===== src/rtl/pagerank_softreg_pkg.sv =====
// Address map and shared types for the PageRank SoftReg parameter bank.
package pagerank_softreg_pkg;
  localparam int DEFAULT_DATA_W = 64;

  localparam logic [31:0] N_VERT           = 32'h00;
  localparam logic [31:0] N_INEDGES        = 32'h08;
  localparam logic [31:0] VADDR            = 32'h10;
  localparam logic [31:0] IEADDR           = 32'h18;
  localparam logic [31:0] WRITE_ADDR0      = 32'h20;
  localparam logic [31:0] WRITE_ADDR1      = 32'h28;
  localparam logic [31:0] N_ROUNDS         = 32'h30;
  localparam logic [31:0] DONE_READ_PARAMS = 32'h38;
  localparam logic [31:0] DONE_ALL         = 32'h40;

  typedef enum logic [1:0] {PARAM, RESULT, SKID} resp_sel_t;
  typedef enum logic {IDLE, BUSY} ctrl_state_t;
endpackage


===== src/rtl/softreg_param_bank.sv =====
// SoftReg responder: kernel parameter registers, start/done handshake and
// read responses, including a DONE_ALL read deferred until the kernel finishes.
module softreg_param_bank
  import pagerank_softreg_pkg::*;
#(
  parameter int ADDR_W = 32,
  parameter int DATA_W = DEFAULT_DATA_W
) (
  input  logic              clk,
  input  logic              rst,
  input  logic              softreg_req_valid,
  input  logic              softreg_req_isWrite,
  input  logic [ADDR_W-1:0] softreg_req_addr,
  input  logic [DATA_W-1:0] softreg_req_data,
  output logic              softreg_resp_valid,
  output logic [DATA_W-1:0] softreg_resp_data,
  output logic [DATA_W-1:0] n_vert,
  output logic [DATA_W-1:0] n_inedges,
  output logic [DATA_W-1:0] vaddr,
  output logic [DATA_W-1:0] ieaddr,
  output logic [DATA_W-1:0] write_addr0,
  output logic [DATA_W-1:0] write_addr1,
  output logic [DATA_W-1:0] n_rounds,
  output logic              start,
  output logic              busy,
  input  logic              kernel_done,
  input  logic [DATA_W-1:0] kernel_result,
  output logic              param_err
);

  ctrl_state_t       state;
  logic              pending, done_latched, skid_vld_p1;
  logic [DATA_W-1:0] result_q, skid_data_p1;
  logic              rd, wr, kdone, da_rd, da_now, da_defer, da_drop, is_drp;
  logic              is_param, rd_vld_p0;
  logic [DATA_W-1:0] rd_data_p0;
  resp_sel_t         sel;

  assign busy     = (state == BUSY);
  assign rd       = softreg_req_valid && !softreg_req_isWrite;
  assign wr       = softreg_req_valid &&  softreg_req_isWrite;
  assign kdone    = kernel_done && busy;
  assign is_drp   = (softreg_req_addr == ADDR_W'(DONE_READ_PARAMS));
  assign da_rd    = rd && (softreg_req_addr == ADDR_W'(DONE_ALL));
  assign da_drop  = da_rd && pending;
  assign da_now   = da_rd && !pending && (done_latched || kdone);
  assign da_defer = da_rd && !pending && !done_latched && !kdone;
  assign rd_vld_p0 = rd && (!da_rd || da_now);

  // Read decode for the request presented this cycle
  always_comb begin
    is_param   = 1'b1;
    rd_data_p0 = '0;
    case (softreg_req_addr)
      ADDR_W'(N_VERT):      rd_data_p0 = n_vert;
      ADDR_W'(N_INEDGES):   rd_data_p0 = n_inedges;
      ADDR_W'(VADDR):       rd_data_p0 = vaddr;
      ADDR_W'(IEADDR):      rd_data_p0 = ieaddr;
      ADDR_W'(WRITE_ADDR0): rd_data_p0 = write_addr0;
      ADDR_W'(WRITE_ADDR1): rd_data_p0 = write_addr1;
      ADDR_W'(N_ROUNDS):    rd_data_p0 = n_rounds;
      ADDR_W'(DONE_READ_PARAMS): begin
        is_param   = 1'b0;
        rd_data_p0 = {{(DATA_W-1){1'b0}}, busy};
      end
      ADDR_W'(DONE_ALL): begin
        is_param   = 1'b0;
        rd_data_p0 = done_latched ? result_q : kernel_result;
      end
      default: is_param = 1'b0;
    endcase
  end

  // The deferred DONE_ALL answer wins; a displaced read waits one cycle in the skid
  always_comb begin
    if (pending && kdone) sel = RESULT;
    else if (skid_vld_p1) sel = SKID;
    else                  sel = PARAM;
  end

  always_ff @(posedge clk or negedge rst) begin
    if (!rst) begin
      state              <= IDLE;
      pending            <= 1'b0;
      done_latched       <= 1'b0;
      result_q           <= '0;
      start              <= 1'b0;
      param_err          <= 1'b0;
      skid_vld_p1        <= 1'b0;
      skid_data_p1       <= '0;
      softreg_resp_valid <= 1'b0;
      softreg_resp_data  <= '0;
      n_vert             <= '0;
      n_inedges          <= '0;
      vaddr              <= '0;
      ieaddr             <= '0;
      write_addr0        <= '0;
      write_addr1        <= '0;
      n_rounds           <= '0;
    end else begin
      start <= 1'b0;

      if (wr && is_param) begin
        if (busy) begin
          param_err <= 1'b1;
        end else begin
          case (softreg_req_addr)
            ADDR_W'(N_VERT):      n_vert      <= softreg_req_data;
            ADDR_W'(N_INEDGES):   n_inedges   <= softreg_req_data;
            ADDR_W'(VADDR):       vaddr       <= softreg_req_data;
            ADDR_W'(IEADDR):      ieaddr      <= softreg_req_data;
            ADDR_W'(WRITE_ADDR0): write_addr0 <= softreg_req_data;
            ADDR_W'(WRITE_ADDR1): write_addr1 <= softreg_req_data;
            ADDR_W'(N_ROUNDS):    n_rounds    <= softreg_req_data;
            default: ;
          endcase
        end
      end

      if (wr && is_drp) begin
        if (busy) begin
          param_err <= 1'b1;
        end else begin
          start        <= 1'b1;
          state        <= BUSY;
          done_latched <= 1'b0;
        end
      end

      if (kdone) begin
        state        <= IDLE;
        done_latched <= 1'b1;
        result_q     <= kernel_result;
        pending      <= 1'b0;
      end

      if (da_defer) pending   <= 1'b1;
      if (da_drop)  param_err <= 1'b1;

      case (sel)
        RESULT: begin
          softreg_resp_valid <= 1'b1;
          softreg_resp_data  <= kernel_result;
          skid_vld_p1        <= rd_vld_p0;
          skid_data_p1       <= rd_data_p0;
        end
        SKID: begin
          softreg_resp_valid <= 1'b1;
          softreg_resp_data  <= skid_data_p1;
          skid_vld_p1        <= rd_vld_p0;
          skid_data_p1       <= rd_data_p0;
        end
        default: begin
          softreg_resp_valid <= rd_vld_p0;
          softreg_resp_data  <= rd_vld_p0 ? rd_data_p0 : '0;
          skid_vld_p1        <= 1'b0;
        end
      endcase
    end
  end

endmodule

===== config.mk =====
export PLATFORM = sky130hd
export DESIGN_NAME = softreg_param_bank
export DESIGN_NICKNAME = d
export VERILOG_FILES = /design/src/rtl/pagerank_softreg_pkg.sv /design/src/rtl/softreg_param_bank.sv
export SDC_FILE = /design/constraint.sdc
export NUM_CORES = 1
export LEC_CHECK = 0
export CAP_MARGIN = 25
export CORE_AREA = 8 8 255 257
export CTS_BUF_LIST = sky130_fd_sc_hd__clkbuf_16
export CTS_CLUSTER_SIZE = 30
export DETAILED_ROUTE_END_ITERATION = 12
export DIE_AREA = 0 0 263 265
export DONT_BUFFER_PORTS = 1
export GPL_ROUTABILITY_DRIVEN = 0
export PLACE_DENSITY = 0.65
export SYNTH_ARGS = -nofsm -noshare
export SYNTH_HDL_FRONTEND = slang
export SYNTH_SLANG_ARGS = --single-unit
export TNS_END_PERCENT = 50

===== constraint.sdc =====
create_clock -name clk -period 3.15 [get_ports clk]
set_input_delay 0 -clock clk [delete_from_list [all_inputs] [get_ports clk]]
set_output_delay 0 -clock clk [all_outputs]
set_load 0.03 [all_outputs]

==> reports/metrics.csv, run 1 <==
metric;value;unit
outcome;complete, but fails checks;
violations;negative hold slack, max-slew violations;
drv_cap;0;
tns;0;ns
worst-path-max-fanout;27;
tightest_slew;1.73;ns
hold_class;input pin to asynchronous set/reset pin;
synth.distinct_cells;61;
synthCells;2186;
rsz0062_at_grt;no;
coreArea;61000;sq um
grt_pass1_vias;21637;
final_cell_mix;dfrtp_1, mux2_2, dlygate4sd3_1, mux2_1, a21oi_1;
cts_made_buffers;73;
r2r-start;busy$_DFFE_PN0P_;
slew_headroom;-15.3;%
power;17.0;mW
track_usage;32.0;%
yosysWarnings;0;
first_pass_iters;9;
vdd_drop_max;0.000409;V
rows;91;
fmax;0.322;GHz
overflow;0;
layout-drive-gt1-share;25.0;%
power.leakage;16.4;nW
multi_input_area;11900;sq um
ys.flop_type;dfrtp_1;
met1_usage;39.1;%
clkSlewWorstSetupHoldPaths;0.06;ns
seq_area_frac_synth;56.3;%
dieArea;69700;sq um
fillers;5019;
final_common_cell;dfrtp_1;
viasPerCell;6.71;
drtIter0Drc;2292;
cp.arrival;3.58;ns
synth_edf_count;0;
cts_sinks;647;
synthArstFlopShare;100;%
fin_nets;2514;
rr_endpoint;softreg_resp_data[61]$_DFF_PN0_;
start_util;47.1;%
grt_start_max_net_pins;648;
ios;681;
wire_per_inst;36.3;microns
rrSetupSlack;0.31;ns
dpl.cell_count;2891;
syn_avg_cell_area;13.1;sq um
hold_buffers;173;
setup_violations;0;
powerDensity;500;nW/um^2
grt_pass1_wl;164000;microns
root_buffer;clkbuf_16;
use_met2;51.3;%
worst_setup_path_start_kind;input pin;
period_minus_slack;3.10;ns
drc;0;
r2r_cells;7;
syn_to_final_growth;18.1;%
final_cells;3200;
die_w;263;microns
cts.htree.levels;3;
synth_area;28700;sq um
tritoncts;built;
end_kind;flip-flop;
regArea;16200;sq um
skew;0.0216;ns
die_height;265;microns
fin_hold_ws;-0.907;ns
synth_nets;2351;
met3_usage;11.1;%
post-route-util;55.6;%
clockBufferDepth;3;
port_buffers;0;
ys_ff_latch;647;
wirelength;116000;microns
antenna_found_initial;5;
worstSetupPathType;input pin to flip-flop;
ant_nets;0;
vias;21481;
slew_violations;257;
grt_busiest_layer;met2;
required;3.63;ns
dp_hpwl;74700;microns
fin_crit_sh;98.6;%
finalHoldViolCount;647;
clk_latency;0.61;ns
## report_power, final
part           switching [mW]  total [mW]  internal [mW]
clock                    3.59        8.23           4.64
sequential            0.00206        8.32           8.31
combinational           0.259       0.446          0.187
total                    3.85        17.0           13.1
## kinds of logic (layout without fill, tap and decap cells)
kind of cell	count (synthesis)	count (layout)	share of synthesized area (%)
DFF	647	647	56.3
other	0	2	0
muxes	624	624	24.1
buffers and inverters	160	382	2.76
and+or+nand+nor	317	317	6.24
AOI/OAI and AO/OA	438	438	10.5
## synthesized netlist by cell type, drive strengths merged (35+ instances only)
cell,instances,area [sq um]
dfrtp,647,16200
mux2,552,6220
a21oi,133,666
nor2,106,410
buf,84,502
and3,80,500
clkbuf,74,285
mux2i,72,721
o2bb2ai,72,631
o21ai,68,340
a22oi,66,495
a22o,48,420
nor3,35,185
## worst max-delay path, stage by stage
cell and delay, ns:
dlygate4sd3_1 0.53, or4_4 0.20, nor4_2 0.08, dlygate4sd3_1 0.59
nand2_2 0.14, buf_4 0.50, o2bb2ai_1 0.15, a2111oi_0 0.63
o21ai_0 0.15, dlygate4sd3_1 0.59
## flip-flops by register name, indices dropped and copies added (netlist names)
| signal | flops |
|---|---|
| n_rounds | 64 |
| busy | 1 |
| done_latched | 1 |
| skid_vld_p1 | 1 |
| skid_data_p1 | 64 |
| result_q | 64 |
| ieaddr | 64 |
| write_addr1 | 64 |
| param_err | 1 |
| softreg_resp_valid | 1 |
| vaddr | 64 |
| start | 1 |
| n_vert | 64 |
| write_addr0 | 64 |
| softreg_resp_data | 64 |
| n_inedges | 64 |
| pending | 1 |
## worst max-delay path by stage
| stage | startpoint | end | slack (ns) | depth (start not counted) |
|---|---|---|---|---|
| after floorplan | done_latched$_DFFE_PN0P_ | softreg_resp_data[59]$_DFF_PN0_ | 0.73 | 7 |
| final | softreg_req_addr[18] | softreg_resp_data[59]$_DFF_PN0_ | 0.05 | 10 |
| after global routing | softreg_req_addr[18] | softreg_resp_data[61]$_DFF_PN0_ | 0.04 | 10 |
| after detailed placement | softreg_req_addr[5] | softreg_resp_data[43]$_DFF_PN0_ | 0.38 | 7 |
| after global placement | softreg_req_addr[5] | softreg_resp_data[50]$_DFF_PN0_ | 0.42 | 6 |
| after CTS | softreg_req_addr[18] | softreg_resp_data[36]$_DFF_PN0_ | 0.09 | 10 |
## timing repair
item / in CTS / in global routing
setup endpoints to repair: 0 / 12
endpoints found under the hold margin: 1289 / 647
gates resized for setup: 0 / 3
setup buffers: 0 / 0
## metrics by stage
step / area (sq um) / worst slack, ns / hold slack, ns
2_1_floorplan: 28700 / 0.727 / -0.296
4_1_cts: 33900 / 0.0916 / -0.935
3_3_place_gp: 29900 / 0.420 / -0.270
6_report: 34000 / 0.0455 / -0.907
3_5_place_dp: 29900 / 0.381 / -0.273
5_1_grt: 34000 / 0.0424 / -0.936
## layer usage
layer	vias up	wire (microns)
met1	11314	43200
met5	-	13
met3	273	13100
met4	2	5080
met2	1363	54700
li1	8529	-
## cell type report
| cell class | count | share of cell area (%) |
|---|---|---|
| clock inverters | 60 | 1.26 |
| diodes | 2 | 0.0147 |
| inverters | 2 | 0.0221 |
| multi-input cells | 1379 | 35.0 |
| well taps | 790 | 2.91 |
| flip-flops and latches | 647 | 47.7 |
| repair buffers | 246 | 7.67 |
| clock buffers | 74 | 5.45 |
Note: power is estimated with default switching activity, not from simulation.
==> inputs of run 2 (changes only) <==
--- a/config.mk
+++ b/config.mk
@@ -8,3 +8,3 @@
 export CAP_MARGIN = 25
-export CORE_AREA = 8 8 255 257
+export CORE_AREA = 8 8 260 262
 export CTS_BUF_LIST = sky130_fd_sc_hd__clkbuf_16
@@ -12,6 +12,6 @@
 export DETAILED_ROUTE_END_ITERATION = 12
-export DIE_AREA = 0 0 263 265
+export DIE_AREA = 0 0 268 270
 export DONT_BUFFER_PORTS = 1
 export GPL_ROUTABILITY_DRIVEN = 0
-export PLACE_DENSITY = 0.65
+export PLACE_DENSITY = 0.63
 export SYNTH_ARGS = -nofsm -noshare
==> constraint.sdc (replaced) <==
create_clock -name clk -period 3.75 [get_ports clk]
set_input_delay 0 -clock clk [delete_from_list [all_inputs] [get_ports clk]]
set_output_delay 0 -clock clk [all_outputs]
set_load 0.01 [all_outputs]
==> run 2 against run 1 <==
Net effect: the flow still finishes with violations (negative hold slack, max-slew violations); sequential power fell by 16%; combinational power shrank 15%; routed wire length rose by 1.8%; register-to-register slack better by 0.36 ns; final area down 0.90%; utilization decreased by 2.8 points; die area grew 3.8%; global-route usage down 0.31 points; worst hold slack improved by 0.011 ns; sequential share of layout area rose by 0.43 points; highest routed layer is now met4; critical path depth stayed put.
==> reports/metrics.csv, run 2 (same netlist as run 1, synthesis figures left out) <==
metric;value;unit
period_minus_slack;3.62;ns
cts_sinks;647;
grt_start_max_net_pins;648;
worst_setup_path_start_kind;input pin;
clkPwrFrac;46.7;%
fillers;5389;
layout-drive-gt1-share;24.0;%
fin_crit_sh;96.5;%
post_cts_resized;0;
ios;681;
viasPerCell;6.61;
slew_headroom;-30.0;%
final_cells;3242;
tightest_slew;1.95;ns
swShare;22.4;%
die_w;268;microns
comb_power_share;2.7;%
required;4.23;ns
worst-path-max-fanout;33;
root_buffer;clkbuf_16;
dp_hpwl;74400;microns
cp.arrival;4.10;ns
hold_class;input pin to asynchronous set/reset pin;
ant_nets;0;
setup_violations;0;
first_pass_iters;6;
rows;93;
outcome;complete, but fails checks;
worstSetupPathType;input pin to flip-flop;
p_sw;3.09;mW
final_common_cell;dfrtp_1;
wirelength;118000;microns
drtIter0Drc;2252;
start_util;45.2;%
port_buffers;0;
vdd_drop_max;0.000354;V
seq_power_share;50.6;%
fin_hold_ws;-0.896;ns
drc;0;
fin_nets;2499;
p_int;10.7;mW
dpl.cell_count;2938;
post-cts-setup-buffer-count;0;
slew_violations;203;
violations;negative hold slack, max-slew violations;
hold_buffers;178;
grt_pass1_vias;22020;
power.leakage;16.2;nW
drv_cap;0;
tritoncts;built;
tns;0;ns
syn_to_final_growth;17.1;%
cts.htree.levels;3;
end_kind;flip-flop;
wire_per_inst;36.4;microns
clockBufferDepth;3;
die_height;270;microns
clkSlewWorstSetupHoldPaths;0.06;ns
rsz0062_at_grt;no;
clk_latency;0.61;ns
skew;0.0278;ns
grt_pass1_wl;167000;microns
cts_made_buffers;70;
dieArea;72400;sq um
vias;21438;
powerDensity;411;nW/um^2
track_usage;31.7;%
overflow;0;
final_cell_mix;dfrtp_1, mux2_2, dlygate4sd3_1, mux2_1, a21oi_1;
power;13.8;mW
fmax;0.276;GHz
coreArea;63600;sq um
antenna_found_initial;5;
finalHoldViolCount;647;
run 2: cell types whose count changed in the layout (fill, tap and decap cells not counted), moves of 3 or more:
cell / before / now
dlygate4sd3_1: 170 / 175
clkinv_2: 14 / 9
buf_12: 24 / 14
clkbuf_16: 74 / 71
inv_1: 15 / 18
clkinv_1: 19 / 12
buf_4: 49 / 42
run 2: final timing paths:
check	endpoint	slack (ns)	cells after the start	start
max	softreg_resp_data[59]$_DFF_PN0_	0.13	10	softreg_req_addr[18]
min	ieaddr[45]$_DFFE_PN0P_	-0.90	0	rst
max reg2reg	softreg_resp_data[59]$_DFF_PN0_	0.67	6	pending$_DFFE_PN0P_
min reg2reg	result_q[56]$_DFFE_PN0P_	0.50	1	result_q[56]$_DFFE_PN0P_
max in group asynchronous	vaddr[18]$_DFFE_PN0P_	3.10	0	rst
min in group clk	skid_data_p1[28]$_DFFE_PN0N_	0.03	4	softreg_req_addr[3]
run 2: critical path, cell delays in order:
cell and delay (ns):
dlygate4sd3_1 0.57, or4_4 0.52, dlygate4sd3_1 0.67, nor4_2 0.33, nand2_2 0.10, o21bai_2 0.23, nand2b_4 0.52, buf_12 0.31
o21ai_0 0.15, dlygate4sd3_1 0.61
run 2: power by group through the flow:
stage	registers [mW]	clock network, mW	logic [mW]
2_1_floorplan	7.11	0	0.0943
3_3_place_gp	7.11	0	0.119
3_5_place_dp	7.11	0	0.119
4_1_cts	6.98	6.54	0.370
5_1_grt	6.98	6.82	0.392
6_report	6.98	6.45	0.379
run 2: area by class of cell:
class,instances,area (sq um),share of cell area [%]
clock buffers,71,1780,5.28
inverters,2,7.51,0.0223
multi-input cells,1379,11900,35.3
flip-flops and latches,647,16200,48.1
diodes,4,10.0,0.0297
clock inverters,50,318,0.945
well taps,855,1070,3.18
repair buffers,234,2410,7.15
run 2: metal layers:
| layer | share of wire, % | track usage [%] | up-vias |
|---|---|---|---|
| li1 | - | - | 8499 |
| met1 | 38 | 39.3 | 11313 |
| met2 | 47 | 50.3 | 1365 |
| met3 | 11 | 10.5 | 261 |
| met4 | 4.1 | 13.4 | 0 |
| met5 | 0 | 0 | - |
run 2: through the flow:
stage	setup slack, ns	util, %	hold slack, ns	instance area [sq um]
global route	0.0992	52.9	-0.920	33600
global placement	0.797	46.6	-0.273	29700
detailed placement	0.753	46.7	-0.274	29700
CTS	0.240	52.8	-0.929	33600
floorplan	1.33	-	-0.296	28700
finish	0.130	52.9	-0.896	33600
